$ cat config.mk
export PLATFORM = sky130hd
export DESIGN_NAME = flip_commit_flat
export DESIGN_NICKNAME = d
export VERILOG_FILES = /design/src/rtl/flip_pkg.sv /design/src/rtl/flip_commit_if.sv /design/src/rtl/flip_word_select.sv /design/src/rtl/flip_commit.sv /design/src/flat_wrapper.sv
export SDC_FILE = /design/constraint.sdc
export NUM_CORES = 1
export LEC_CHECK = 0
export CAP_MARGIN = 15
export CELL_PAD_IN_SITES_DETAIL_PLACEMENT = 0
export CELL_PAD_IN_SITES_GLOBAL_PLACEMENT = 1
export CORE_MARGIN = 1.5
export CORE_UTILIZATION = 35
export CTS_BUF_LIST = sky130_fd_sc_hd__clkbuf_16
export DETAILED_ROUTE_END_ITERATION = 8
export PLACE_DENSITY_LB_ADDON = 0.1
export SETUP_SLACK_MARGIN = 0.05
export SLEW_MARGIN = 20
export SYNTH_ARGS = -nofsm -noshare
export SYNTH_HDL_FRONTEND = slang
export SYNTH_SLANG_ARGS = --single-unit
$ cat constraint.sdc
create_clock -name clk_in -period 4.6 [get_ports clk_in]
set_input_delay 0.92 -clock clk_in [delete_from_list [all_inputs] [get_ports clk_in]]
set_output_delay 0.92 -clock clk_in [all_outputs]
set_load 0.02 [all_outputs]
$ cat src/rtl/flip_pkg.sv
// flip_pkg: shared types and helpers for the flip commit engine.
package flip_pkg;

   localparam int N_ACCUM_DEF = 16;
   localparam int WORD_W_DEF  = 8;
   localparam int N_WORDS     = N_ACCUM_DEF / WORD_W_DEF;
   localparam int PC_W        = 64;

   typedef enum logic [1:0] {IDLE, RD_REQ, RD_WAIT, WR_REQ} state_t;

   function automatic logic [6:0] popcount(input logic [PC_W-1:0] v);
      logic [6:0] c;
      c = '0;
      for (int i = 0; i < PC_W; i++) c = c + 7'(v[i]);
      return c;
   endfunction

endpackage

$ cat src/rtl/flip_commit_if.sv
// flip_commit_if: valid/ready read-modify-write memory port.
interface flip_commit_if #(
   parameter int ADDR_W = 8,
   parameter int WORD_W = 8
);

   logic [ADDR_W-1:0] mem_addr_out;
   logic              mem_rd_out;
   logic              mem_wr_out;
   logic [WORD_W-1:0] mem_wdata_out;
   logic              mem_ready_in;
   logic [WORD_W-1:0] mem_rdata_in;
   logic              mem_rvalid_in;

   modport master (
      output mem_addr_out, mem_rd_out, mem_wr_out, mem_wdata_out,
      input  mem_ready_in, mem_rdata_in, mem_rvalid_in
   );

   modport slave (
      input  mem_addr_out, mem_rd_out, mem_wr_out, mem_wdata_out,
      output mem_ready_in, mem_rdata_in, mem_rvalid_in
   );

endinterface

$ cat src/rtl/flip_word_select.sv
// flip_word_select: picks the lowest memory word holding any pending flip.
module flip_word_select
   import flip_pkg::*;
#(
   parameter int N_ACCUM = N_ACCUM_DEF,
   parameter int WORD_W  = WORD_W_DEF,
   parameter int IDX_W   = 1
) (
   input  logic [N_ACCUM-1:0] pending,
   output logic [IDX_W-1:0]   idx,
   output logic [WORD_W-1:0]  mask,
   output logic               any
);

   localparam int NW = N_ACCUM / WORD_W;

   // Scan downwards so the lowest nonzero word is the last to assign.
   always_comb begin
      idx  = '0;
      mask = '0;
      for (int i = NW - 1; i >= 0; i--)
         if (|pending[i*WORD_W +: WORD_W]) begin
            idx  = IDX_W'(i);
            mask = pending[i*WORD_W +: WORD_W];
         end
      any = |pending;
   end

endmodule

$ cat src/rtl/flip_commit.sv
// flip_commit: merges accumulator triggers into pending flips and commits
// them to weight memory one word at a time via read-modify-write.
module flip_commit
   import flip_pkg::*;
#(
   parameter int N_ACCUM   = N_ACCUM_DEF,
   parameter int WORD_W    = WORD_W_DEF,
   parameter int BASE_ADDR = 0,
   parameter int ADDR_W    = 8,
   parameter int CNT_W     = 16
) (
   input  logic               clk_in,
   input  logic               rst_n_in,
   input  logic               prop_in,
   input  logic [N_ACCUM-1:0] trig_in,
   flip_commit_if.master      mem,
   output logic               idle_out,
   output logic [CNT_W-1:0]   flips_out
);

   localparam int NW    = N_ACCUM / WORD_W;
   localparam int IDX_W = NW > 1 ? $clog2(NW) : 1;
   localparam int CW1   = CNT_W + 1;

   state_t             state_q, state_d;
   logic [N_ACCUM-1:0] pending_q, pending_d, sample, clr;
   logic [IDX_W-1:0]   idx_q, idx_d, sel_idx;
   logic [WORD_W-1:0]  mask_q, mask_d, sel_mask, rdata_q, rdata_d;
   logic [CNT_W-1:0]   flips_q, flips_d;
   logic [CNT_W:0]     flips_sum;
   logic               idle_q, idle_d, sel_any;

   flip_word_select #(.N_ACCUM(N_ACCUM), .WORD_W(WORD_W), .IDX_W(IDX_W)) u_sel (
      .pending(pending_q),
      .idx    (sel_idx),
      .mask   (sel_mask),
      .any    (sel_any)
   );

   assign sample    = prop_in ? trig_in : '0;
   assign clr       = N_ACCUM'(sel_mask) << (int'(sel_idx) * WORD_W);
   assign flips_sum = {1'b0, flips_q} + CW1'(popcount(PC_W'(mask_q)));

   always_comb begin
      state_d   = state_q;
      pending_d = pending_q ^ sample;
      idx_d     = idx_q;
      mask_d    = mask_q;
      rdata_d   = rdata_q;
      flips_d   = flips_q;
      case (state_q)
         IDLE: if (sel_any) begin
            state_d   = RD_REQ;
            idx_d     = sel_idx;
            mask_d    = sel_mask;
            pending_d = (pending_q & ~clr) ^ sample;
         end
         RD_REQ: if (mem.mem_ready_in) state_d = RD_WAIT;
         RD_WAIT: if (mem.mem_rvalid_in) begin
            rdata_d = mem.mem_rdata_in;
            state_d = WR_REQ;
         end
         WR_REQ: if (mem.mem_ready_in) begin
            state_d = IDLE;
            flips_d = flips_sum[CNT_W] ? '1 : flips_sum[CNT_W-1:0];
         end
         default: state_d = IDLE;
      endcase
      idle_d = (state_q == IDLE) && (pending_q == '0);
   end

   always_ff @(posedge clk_in or negedge rst_n_in)
      if (!rst_n_in) begin
         state_q   <= IDLE;
         pending_q <= '0;
         idx_q     <= '0;
         mask_q    <= '0;
         rdata_q   <= '0;
         flips_q   <= '0;
         idle_q    <= 1'b1;
      end else begin
         state_q   <= state_d;
         pending_q <= pending_d;
         idx_q     <= idx_d;
         mask_q    <= mask_d;
         rdata_q   <= rdata_d;
         flips_q   <= flips_d;
         idle_q    <= idle_d;
      end

   // Address and data are forced to zero outside the request states.
   assign mem.mem_rd_out    = state_q == RD_REQ;
   assign mem.mem_wr_out    = state_q == WR_REQ;
   assign mem.mem_addr_out  = (state_q == RD_REQ || state_q == WR_REQ) ? ADDR_W'(BASE_ADDR + int'(idx_q)) : '0;
   assign mem.mem_wdata_out = state_q == WR_REQ ? rdata_q ^ mask_q : '0;
   assign idle_out          = idle_q;
   assign flips_out         = flips_q;

endmodule

$ cat src/flat_wrapper.sv
// flat-port wrapper written by rule: the top's interface ports become plain ports
module flip_commit_flat import flip_pkg::*;
#(
   parameter int N_ACCUM   = N_ACCUM_DEF,
   parameter int WORD_W    = WORD_W_DEF,
   parameter int BASE_ADDR = 0,
   parameter int ADDR_W    = 8,
   parameter int CNT_W     = 16
)
  (clk_in, rst_n_in, prop_in, trig_in, idle_out, flips_out, mem_mem_addr_out, mem_mem_rd_out, mem_mem_wr_out, mem_mem_wdata_out, mem_mem_ready_in, mem_mem_rdata_in, mem_mem_rvalid_in);
  flip_commit_if #(.ADDR_W(ADDR_W), .WORD_W(WORD_W)) mem_i ();
  input  logic clk_in;
  input  logic rst_n_in;
  input  logic prop_in;
  input  logic [N_ACCUM-1:0] trig_in;
  output logic idle_out;
  output logic [CNT_W-1:0] flips_out;
  output wire logic [$bits(mem_i.mem_addr_out)-1:0] mem_mem_addr_out;
  output wire logic [$bits(mem_i.mem_rd_out)-1:0] mem_mem_rd_out;
  output wire logic [$bits(mem_i.mem_wr_out)-1:0] mem_mem_wr_out;
  output wire logic [$bits(mem_i.mem_wdata_out)-1:0] mem_mem_wdata_out;
  input wire logic [$bits(mem_i.mem_ready_in)-1:0] mem_mem_ready_in;
  input wire logic [$bits(mem_i.mem_rdata_in)-1:0] mem_mem_rdata_in;
  input wire logic [$bits(mem_i.mem_rvalid_in)-1:0] mem_mem_rvalid_in;
  assign mem_mem_addr_out = mem_i.mem_addr_out;
  assign mem_mem_rd_out = mem_i.mem_rd_out;
  assign mem_mem_wr_out = mem_i.mem_wr_out;
  assign mem_mem_wdata_out = mem_i.mem_wdata_out;
  assign mem_i.mem_ready_in = mem_mem_ready_in;
  assign mem_i.mem_rdata_in = mem_mem_rdata_in;
  assign mem_i.mem_rvalid_in = mem_mem_rvalid_in;
  flip_commit #(.N_ACCUM(N_ACCUM), .WORD_W(WORD_W), .BASE_ADDR(BASE_ADDR), .ADDR_W(ADDR_W), .CNT_W(CNT_W)) u_core (.clk_in(clk_in), .rst_n_in(rst_n_in), .prop_in(prop_in), .trig_in(trig_in), .mem(mem_i), .idle_out(idle_out), .flips_out(flips_out));
endmodule
# Word-level counts from Yosys, hierarchy flattened
# Index checks and enable logic that the tools add are counted.
# word_totals
regBits,52
latchBits,0
mem_bits_rw,0
mem_bits_ro,0
out_inout_bits,35
wordCells,54
n_memories,0
# op_classes
addsub,8
mul,0
div_mod_pow,0
n_lt_le_gt_ge,0
eq_ne,7
n_shift,1
mux,15
n_bitwise,5
reduce_logical,11
# op_table
op,count
two-way mux 16 bit,4
adder 7 x 1 -> 7 bit,6
XOR 16 bit,2
two-way mux 8 bit,3
adder 16 x 7 -> 17 bit,1
bitwise AND 16 bit,1
logical NOT 16 bit,1
NOT 16 bit,1
OR reduction 16 bit,1
OR reduction 8 bit,2
<< shifter 8 x 4 -> 16 bit,1
two-way mux 2 bit,4
case mux 2 bit (4 select lines),1
XOR 8 bit,1
inequality test 2 x 1 -> 1 bit (second input constant),3
AND reduction 2 bit,3
== test 2 bit (second input constant),2
AND reduction 4 bit,1
two-way mux 1 bit,3
adder 1 x 1 -> 2 bit,1
== test 2 x 1 -> 1 bit (second input constant),1
logical NOT 2 bit,1
inequality test 2 bit (second input constant),1
logical AND 1 bit,1
logical OR 1 bit,1

# Longest topological paths before layout
# Gate-level depths: netlist of the first run.
# depth
ltp_word,9
mapped_depth,13
ltp_nobuf,13

# Hierarchy
# From an unflattened synthesis of the first run, not the netlist that was laid out.
# hier_totals
hier_cells,307
hier_area_um2,3009.1
# by_module_without_submodules
module,n_inst,cells_per_inst,area_per_inst_um2
flip_commit,1,279,2816.5
flip_word_select,1,28,192.7

# Worst setup path before layout of the first run
# OpenSTA, ideal clock, no wires.
# synth_path
kind,register to register
startpoint,register u_core.mask_q[0]
endpoint,"register u_core.flips_q[8], in the netlist u_core.flips_out[8]"
setup_ns,0.128
arrival_ns,3.787
slack_ns,0.685
stages_incl_launch_ff,12
cell_sequence,dfrtp_1 ha_1 inv_1 fa_1 fa_1 fa_1 fa_1 fa_1 nand2b_1 a21oi_2 nand2_1 mux2_1
# synth_via
elab_chain_len,9
# synth_rtl
element,line,source
start: declaration,flip_commit.sv:28,"logic [WORD_W-1:0] mask_q, mask_d, sel_mask, rdata_q, rdata_d;"
start signal: assignment,flip_commit.sv:85,mask_q <= mask_d;
adder 1 x 1 -> 2 bit,flip_pkg.sv:14,for (int i = 0; i < PC_W; i++) c = c + 7'(v[i]);
adder 7 x 1 -> 7 bit (6 in series),flip_pkg.sv:14,
adder 16 x 7 -> 17 bit,flip_commit.sv:42,"assign flips_sum = {1'b0, flips_q} + CW1'(popcount(PC_W'(mask_q)));"
two-way mux 16 bit,flip_commit.sv:65,flips_d = flips_sum[CNT_W] ? '1 : flips_sum[CNT_W-1:0];
end signal: assignment,flip_commit.sv:87,flips_q <= flips_d;
end: declaration,flip_commit.sv:29,"logic [CNT_W-1:0] flips_q, flips_d;"
# No other way between the ends.
# A chain may end at the register's enable or synchronous reset.

# Final worst setup path of the first run
# layout_path
startpoint,register u_core.mask_q[0]
endpoint,"register u_core.flips_q[2], in the netlist u_core.flips_out[2]"
# The elaborated chain is that of the path after synthesis.

==> results.yml, run 1 <==
setup_path:
  path_class: "flip-flop to flip-flop"
  arrival_ns: 4.43
  cp-startpoint: "u_core.mask_q[0]$_DFFE_PN0P_"
  crit_path_cell_trace: "ha_1 -> inv_1 -> fa_1 -> fa_1 -> fa_1 -> fa_1 -> fa_1 -> nand2b_1 -> a21oi_2 -> nand3_1 -> a31oi_1"
  rrSetupSlack_ns: 0.39
  start_kind: "flip-flop"
  max_stage_delay_ns: 0.49
  path_common_cell: "fa_1"
  crit_fanout: 10
  critical-path-slowest-cell: "fa_1"
  critPathCaptureType: "flip-flop"
  crit_end: "u_core.flips_out[2]$_DFFE_PN0P_"
  reg2reg_from: "u_core.mask_q[0]$_DFFE_PN0P_"
  ff2ff_path_depth: 11
  regToRegEndpoint: "u_core.flips_out[2]$_DFFE_PN0P_"
  required_ns: 4.82
timing:
  finalCriticalPeriod_ns: 4.21
  maxSlewViolCount: 0
  fin_ws_ns: 0.389
  setup_viol: 0
  worst_slew_pin_slew_ns: 0.917
  fin_skew_ns: 0.0111
  max_freq_ghz: 0.237
  whs_ns: 0.523
  max_slew_margin_pct: 38.9
  fin_tns_setup_ns: 0
  finalHoldViolations: 0
  rsz0062_at_grt: "false"
  fin_crit_sh_pct: 91.6
pwr:
  p_switching_mw: 1.60
  finalPower_mw: 3.48
  clockPowerShare_pct: 12.2
  p_int_mw: 1.88
  vdd_drop_max_v: 0.000492
  combinationalPowerShare_pct: 63.3
  power.leakage_nw: 1.63
  powerDensity_nw_per_um2: 908
  sequentialPowerShare_pct: 24.5
  swShare_pct: 45.9
finish:
  area_growth_pct: 25.9
  fin_nets: 400
  diodes: 0
  fill_cells: 828
  drive_above_1_share_pct: 11.5
  instances_no_fill: 460
clock_network:
  cts_resized: 0
  cts_tree: "yes"
  clockBufferDepth: 2
  cts_made_buffers: 5
  htreeDepth: 2
  hold_buffers: 0
  clockRootBuffer: "clkbuf_16"
  clk_latency_ns: 0.29
  cts_setup_buffers: 0
  cts.sinks: 52
  clk_pin_slew_ns: 0.07
routing:
  first_pass_iters: 4
  remaining_drc_errors: 0
  routed_wl_um: 6250
  wl_per_cell_um: 13.6
  viasPerCell: 4.74
  drtIter0Drc: 85
  num_vias: 2180
  ant_nets: 0
global_route:
  grt_overflow: 0
  track_usage_pct: 14.9
  grt_pass1_vias: 2136
  grt_max_degree: 53
  grt_pass1_wl_um: 10500
  antenna_found_initial: 0
die:
  start_util_pct: 36.7
  die_area_um2: 9260
  die_x_um: 96.2
  pin_count: 64
  num_rows: 33
  die-height_um: 96.2
  core-area_um2: 8300
logic_synthesis:
  synth.most_common_cell: "dfrtp_1"
  yosysWarnings: 0
  yosysUniqueCellTypes: 50
  synth_top_cell_by_area: "dfrtp_1"
  synth_edf_count: 0
  synth_compound_area_share_pct: 11.3
  async_flop_share_pct: 100
  synth_area_leaders: "dfrtp_1 42%, xor2_1 5.2%, ha_1 4.9%, nand2_1 3.8%, fa_1 3.3%"
  synth_common_cells: "51 x dfrtp_1, 31 x nand2_1, 20 x nor2_1"
  syn_area_per_cell_um2: 10.2
  synth_top_family_by_area: "simple AND/OR/NAND/NOR gates"
  mappedNetlistArea_um2: 3040
  synth_top_area_share_pct: 41.9
  ys_seq_area_share_pct: 42.8
  ys_seq_elements: 52
  synthAdderAreaFrac_pct: 8.22
  syn_inst: 299
  synth_simple_gate_area_share_pct: 19.9
  synthXorXnorAreaFrac_pct: 8.06
  synthFlopType: "dfrtp_1"
  muxShareOfSynthArea_pct: 4.07
place:
  place_congestion: 0.755
  dp_slack_ns: 0.390
  io_buffers: 56
  dpl.cell_count: 452
  dp_hpwl_um: 4730
outcome:
  outcome: "completed"
min_path:
  hp-class: "flip-flop to flip-flop"
job:
  maxCapViolCount: 0
==> power groups by stage <==
stage / registers, mW / clock network [mW] / logic, mW
global placement: 0.862 / 0 / 2.19
floorplan: 0.848 / 0 / 1.64
global route: 0.885 / 0.452 / 2.53
finish: 0.853 / 0.425 / 2.20
CTS: 0.856 / 0.436 / 2.24
detailed placement: 0.865 / 0 / 2.23
==> state kept, by name, summed over array words and instances, names as in the netlist <==
name	flops
u_core.idle_out	1
u_core.state_q	2
u_core.mask_q	8
u_core.rdata_q	8
u_core.flips_out	16
u_core.pending_q	16
u_core.idx_q	1
==> worst max-delay path: cells and delay by family (launching register included) <==
family / cells / cell delay [ns]
buffers and inverters: 1 / 0.05
adder cells (fa/ha/maj): 6 / 2.56
AO/OA/AOI/OAI: 2 / 0.64
AND/OR/NAND/NOR: 2 / 0.48
flip-flops: 1 / 0.41
==> per-layer routing <==
metal / GRT usage, % / share of wire (%)
met5: 0 / 0
met4: 4.04 / 1.2
met3: 2.37 / 3.3
met2: 22.9 / 43
met1: 21.7 / 53
==> cell type report <==
type	count	area, um^2	area share (%)
multi-input cells	219	1600	41.6
flip-flops and latches	52	1300	34.0
repair buffers	57	563	14.7
well taps	105	131	3.43
clock buffers	5	125	3.27
inverters	19	71.3	1.86
clock inverters	3	42.5	1.11
==> logic make-up (layout without fill, tap and decap cells) <==
group,Yosys count,after routing
AO/OA/AOI/OAI,46,46
XOR/XNOR,28,28
multiplexers,11,11
adder cells (fa/ha/maj),17,17
AND/OR/NAND/NOR,110,110
flip-flops,52,52
buffers and inverters,34,84
other,1,7
==> metrics by stage <==
step / util, % / area [um^2]
floorplan: - / 3070
global placement: 44.1 / 3660
detailed placement: 44.1 / 3660
CTS: 46.2 / 3830
global route: 46.2 / 3830
finish: 46.2 / 3830
==> worst min path at each step <==
stage | start | endpoint | slack (ns) | cells past startpoint
after floorplan | u_core.idx_q$_DFFE_PN0P_ | u_core.idx_q$_DFFE_PN0P_ | 0.47 | 2
after global placement | u_core.idx_q$_DFFE_PN0P_ | u_core.idx_q$_DFFE_PN0P_ | 0.49 | 2
after detailed placement | u_core.idx_q$_DFFE_PN0P_ | u_core.idx_q$_DFFE_PN0P_ | 0.50 | 2
after CTS | u_core.idx_q$_DFFE_PN0P_ | u_core.idx_q$_DFFE_PN0P_ | 0.53 | 2
after global routing | u_core.rdata_q[6]$_DFFE_PN0P_ | u_core.rdata_q[6]$_DFFE_PN0P_ | 0.55 | 1
final | u_core.idx_q$_DFFE_PN0P_ | u_core.idx_q$_DFFE_PN0P_ | 0.52 | 2
==> cell usage in the layout, fill, tap and decap left out, types with 11 or more instances in the layout <==
| master | count |
|---|---|
| ha_1 | 12 |
| nor2_1 | 20 |
| xor2_1 | 18 |
| inv_1 | 19 |
| nand2_1 | 31 |
| dfrtp_1 | 51 |
| a21oi_1 | 11 |
| clkdlybuf4s50_1 | 55 |
| nor2b_1 | 11 |
Power figures use the tool's default switching activity.
==> inputs of run 2 (changes only) <==
CORE_UTILIZATION = 30   (was 35)
==> run 2 against run 1 <==
  * Cell count rose by 6.1%
  * Total power is 2.4% lower
  * First-iteration DRC count fell by 45%
  * Largest cell class unchanged
  * Clock power fell by 16%
  * Critical path depth did not move
  * Register-to-register slack better by 0.02 ns
  * Final area about the same
  * Largest power group unchanged
==> results.yml, run 2 (synthesis gave the netlist of run 1 again) <==
routing:
  wl_per_cell_um: 13.9
  drtIter0Drc: 47
  viasPerCell: 4.60
  first_pass_iters: 4
  num_vias: 2243
  remaining_drc_errors: 0
  routed_wl_um: 6780
  ant_nets: 0
finish:
  diodes: 0
  drive_above_1_share_pct: 11.0
  fin_nets: 400
  area_growth_pct: 26.0
  fill_cells: 1021
  layout_common_cells: "55 x clkdlybuf4s50_1, 51 x dfrtp_1, 31 x nand2_1"
  seqCellArea_um2: 1300
  multi_input_area_um2: 1600
  layout_commonest_cell: "clkdlybuf4s50_1"
place:
  dp_hpwl_um: 5100
  place_congestion: 0.722
  io_buffers: 56
  dp_slack_ns: 0.411
die:
  num_rows: 36
  die-height_um: 104
  core-area_um2: 9820
  pin_count: 64
  start_util_pct: 31.0
  die_area_um2: 10800
  die_x_um: 104
pwr:
  combinationalPowerShare_pct: 64.2
  p_switching_mw: 1.58
  swShare_pct: 46.6
  powerDensity_nw_per_um2: 885
  vdd_drop_max_v: 0.000511
  p_int_mw: 1.81
  sequentialPowerShare_pct: 25.3
  clockPowerShare_pct: 10.6
  power.leakage_nw: 1.62
setup_path:
  crit_path_cell_trace: "ha_1 -> inv_1 -> fa_1 -> fa_1 -> fa_1 -> fa_1 -> fa_1 -> nand2b_1 -> a21oi_2 -> nand3_1 -> a31oi_1"
  critPathCaptureType: "flip-flop"
  path_class: "flip-flop to flip-flop"
  max_stage_delay_ns: 0.49
  rrSetupSlack_ns: 0.41
  start_kind: "flip-flop"
  critical-path-slowest-cell: "fa_1"
  crit_fanout: 10
  required_ns: 4.80
  path_common_cell: "fa_1"
  arrival_ns: 4.39
global_route:
  antenna_found_initial: 0
  grt_max_degree: 53
  grt_pass1_vias: 2202
  grt_overflow: 0
  track_usage_pct: 13.1
  grt_pass1_wl_um: 11300
timing:
  worst_slew_pin_slew_ns: 0.921
  fin_tns_setup_ns: 0
  fin_skew_ns: 0.00507
  fin_ws_ns: 0.408
  max_freq_ghz: 0.239
  max_slew_margin_pct: 38.6
  setup_viol: 0
  rsz0062_at_grt: "false"
  fin_crit_sh_pct: 91.1
  maxSlewViolCount: 0
  finalHoldViolations: 0
  finalCriticalPeriod_ns: 4.19
clock_network:
  hold_buffers: 0
  cts_setup_buffers: 0
  clockBufferDepth: 2
  cts_resized: 0
  htreeDepth: 2
  clockRootBuffer: "clkbuf_16"
  cts_tree: "yes"
  clk_pin_slew_ns: 0.07
  clk_latency_ns: 0.29
  cts.sinks: 52
  cts_made_buffers: 5
job:
  maxCapViolCount: 0
outcome:
  outcome: "completed"
min_path:
  hp-class: "flip-flop to flip-flop"
==> run 2: worst max-delay path: cells and delay by family (launching register included) <==
family / cells / cell delay (ns)
AO/OA/AOI/OAI: 2 / 0.64
adder cells (fa/ha/maj): 6 / 2.54
buffers and inverters: 1 / 0.04
flip-flops: 1 / 0.41
AND/OR/NAND/NOR: 2 / 0.47
==> run 2: per-stage QoR <==
| step | instance area (um^2) | util [%] | hold slack (ns) | std cells | total power [mW] |
|---|---|---|---|---|---|
| 2_1_floorplan | 3070 | - | 0.470 | 305 | 2.49 |
| 3_3_place_gp | 3700 | 37.7 | 0.490 | 480 | 3.07 |
| 3_5_place_dp | 3700 | 37.7 | 0.507 | 480 | 3.08 |
| 4_1_cts | 3830 | 39.1 | 0.527 | 488 | 3.45 |
| 5_1_grt | 3830 | 39.1 | 0.550 | 488 | 3.76 |
| 6_report | 3830 | 39.1 | 0.523 | 488 | 3.39 |
==> run 2: area by class of cell <==
type | count | area share [%]
inverters | 19 | 1.86
clock inverters | 3 | 0.294
clock buffers | 5 | 3.26
multi-input cells | 219 | 41.6
repair buffers | 57 | 14.7
flip-flops and latches | 52 | 34.0
well taps | 133 | 4.34
==> run 2: routing by layer <==
layer	routed length, um	track usage [%]	vias up
met3	279	2.45	10
li1	-	-	1121
met2	3040	20.3	51
met5	0	0	-
met4	79	4.07	0
met1	3380	18.5	1061
==> run 2: worst paths after layout <==
| kind | startpoint | end | cells after the start |
|---|---|---|---|
| min in group asynchronous | rst_n_in | u_core.flips_out[11]$_DFFE_PN0P_ | 2 |
| worst max-delay path | u_core.mask_q[0]$_DFFE_PN0P_ | u_core.flips_out[4]$_DFFE_PN0P_ | 11 |
| max in group asynchronous | rst_n_in | u_core.flips_out[2]$_DFFE_PN0P_ | 2 |
| worst max register to register | u_core.mask_q[0]$_DFFE_PN0P_ | u_core.flips_out[4]$_DFFE_PN0P_ | 11 |
| worst min register to register | u_core.idx_q$_DFFE_PN0P_ | u_core.idx_q$_DFFE_PN0P_ | 2 |
| worst min-delay path | u_core.idx_q$_DFFE_PN0P_ | u_core.idx_q$_DFFE_PN0P_ | 2 |
==> run 2: power groups by stage <==
stage	combinational, mW	sequential (mW)	clock [mW]
floorplan	1.64	0.848	0
global placement	2.20	0.869	0
detailed placement	2.21	0.870	0
CTS	2.22	0.862	0.370
global route	2.48	0.891	0.389
finish	2.18	0.857	0.358
==> inputs of run 3 (changes only) <==
DONT_BUFFER_PORTS = 1   (was not set)
==> run 3 against run 2 <==
  * Cell count shrank 12%
  * Hold slack lost 0.20 ns
  * Clock skew grew 0.0020 ns
  * Clock-buffer cell count is the same
  * Non-clock buffer count shrank 57
  * Critical path depth is the same
  * Wire length shrank 1.4%
  * Core utilization shrank 5.5 points
  * Sequential share of layout area grew 5.5 points
  * Global-route usage shrank 0.11 points
  * Flip-flop and latch count is the same
==> results.yml, run 3 (synthesis gave the netlist of run 1 again) <==
routing:
  ant_nets: 0
  viasPerCell: 4.67
  drtIter0Drc: 44
  remaining_drc_errors: 0
  routed_wl_um: 6690
  num_vias: 2014
  first_pass_iters: 4
  wl_per_cell_um: 15.5
die:
  die-height_um: 104
  num_rows: 36
  start_util_pct: 31.0
  die_x_um: 104
  die_area_um2: 10800
  core-area_um2: 9820
  pin_count: 64
setup_path:
  critPathBufInv: 1
  required_ns: 4.82
  path_class: "flip-flop to flip-flop"
  critical-path-slowest-cell: "fa_1"
  critPathCaptureType: "flip-flop"
  max_stage_delay_ns: 0.49
  arrival_ns: 4.42
  crit_path_cell_trace: "ha_1 -> inv_1 -> fa_1 -> fa_1 -> fa_1 -> fa_1 -> fa_1 -> nand2b_1 -> a21oi_2 -> nand3_1 -> nand3_1"
  start_kind: "flip-flop"
  path_common_cell: "fa_1"
  crit_family: "adder cells"
  crit_fanout: 10
timing:
  fin_crit_sh_pct: 91.2
  max_freq_ghz: 0.238
  setup_viol: 0
  fin_skew_ns: 0.00711
  max_slew_margin_pct: 37.9
  rsz0062_at_grt: "false"
  maxSlewViolCount: 0
  fin_tns_setup_ns: 0
  finalHoldViolations: 0
  worst_slew_pin_slew_ns: 0.931
  finalCriticalPeriod_ns: 4.20
clock_network:
  cts.sinks: 52
  cts_tree: "yes"
  cts_resized: 0
  htreeDepth: 2
  clk_pin_slew_ns: 0.07
  cts_setup_buffers: 0
  cts_made_buffers: 5
  hold_buffers: 0
  clk_latency_ns: 0.29
  clockRootBuffer: "clkbuf_16"
  clockBufferDepth: 2
finish:
  design_area_um2: 3300
  area_growth_pct: 8.39
  layout_commonest_cell: "dfrtp_1"
  fill_cells: 1049
  layout_common_cells: "51 x dfrtp_1, 31 x nand2_1, 20 x nor2_1"
  diodes: 0
  instances_no_fill: 431
  fin_nets: 343
  drive_above_1_share_pct: 12.8
global_route:
  track_usage_pct: 13.0
  grt_overflow: 0
  antenna_found_initial: 0
  grt_pass1_vias: 1978
  grt_pass1_wl_um: 11000
  grt_max_degree: 53
place:
  dpl.cell_count: 423
  place_area_um2: 3140
  dp_hpwl_um: 4910
  io_buffers: 0
  place_congestion: 0.683
outcome:
  outcome: "completed"
job:
  maxCapViolCount: 0
min_path:
  hp-class: "input port to async pin"
## run 3: changes by cell type in the layout (fill, tap and decap cells not counted)
| cell | change |
|---|---|
| inv_1 | -2 |
| buf_4 | -1 |
| clkdlybuf4s50_1 | -55 |
| buf_2 | -1 |
| bufinv_16 | +1 |
| clkinv_1 | +1 |
## run 3: final timing paths
kind | cells after the start | to | slack [ns] | start
hold / removal | 0 | u_core.rdata_q[7]$_DFFE_PN0P_ | 0.32 | rst_n_in
max in group asynchronous | 0 | u_core.idle_out$_DFF_PN1_ | 4.10 | rst_n_in
setup / recovery | 11 | u_core.flips_out[13]$_DFFE_PN0P_ | 0.40 | u_core.mask_q[0]$_DFFE_PN0P_
setup reg to reg | 11 | u_core.flips_out[13]$_DFFE_PN0P_ | 0.40 | u_core.mask_q[0]$_DFFE_PN0P_
min in group clk_in | 2 | u_core.idx_q$_DFFE_PN0P_ | 0.51 | u_core.idx_q$_DFFE_PN0P_
hold reg to reg | 2 | u_core.idx_q$_DFFE_PN0P_ | 0.51 | u_core.idx_q$_DFFE_PN0P_
## run 3: area by class of cell
| type | instances | area (um^2) | area share, % |
|---|---|---|---|
| sequential | 52 | 1300 | 39.5 |
| clock buffer | 5 | 125 | 3.79 |
| tap | 133 | 166 | 5.05 |
| multi-input combinational | 219 | 1600 | 48.4 |
| inverter | 19 | 71.3 | 2.16 |
| clock inverter | 3 | 37.5 | 1.14 |
## run 3: routing by layer
layer  up-vias  track usage [%]  wire length [um]  part of all wire, %
met5         -                0                 0                    0
met4         0             3.87                83                  1.2
met3         7             2.83               296                  4.4
met2        42             19.0              3040                   45
met1       962             19.0              3270                   49
li1       1003                -                 -                    -
## run 3: stage by stage
step | utilization (%) | setup WS [ns] | hold slack, ns
after floorplan | - | 0.685 | 0.470
after global placement | 31.9 | 0.434 | 0.499
after detailed placement | 31.9 | 0.400 | 0.498
after CTS | 33.6 | 0.379 | 0.312
after global routing | 33.6 | 0.111 | 0.302
final | 33.6 | 0.404 | 0.318
Power of run 3 is not shown: default switching activity piles up to over one toggle a cycle in this logic, so the estimate is an artifact.
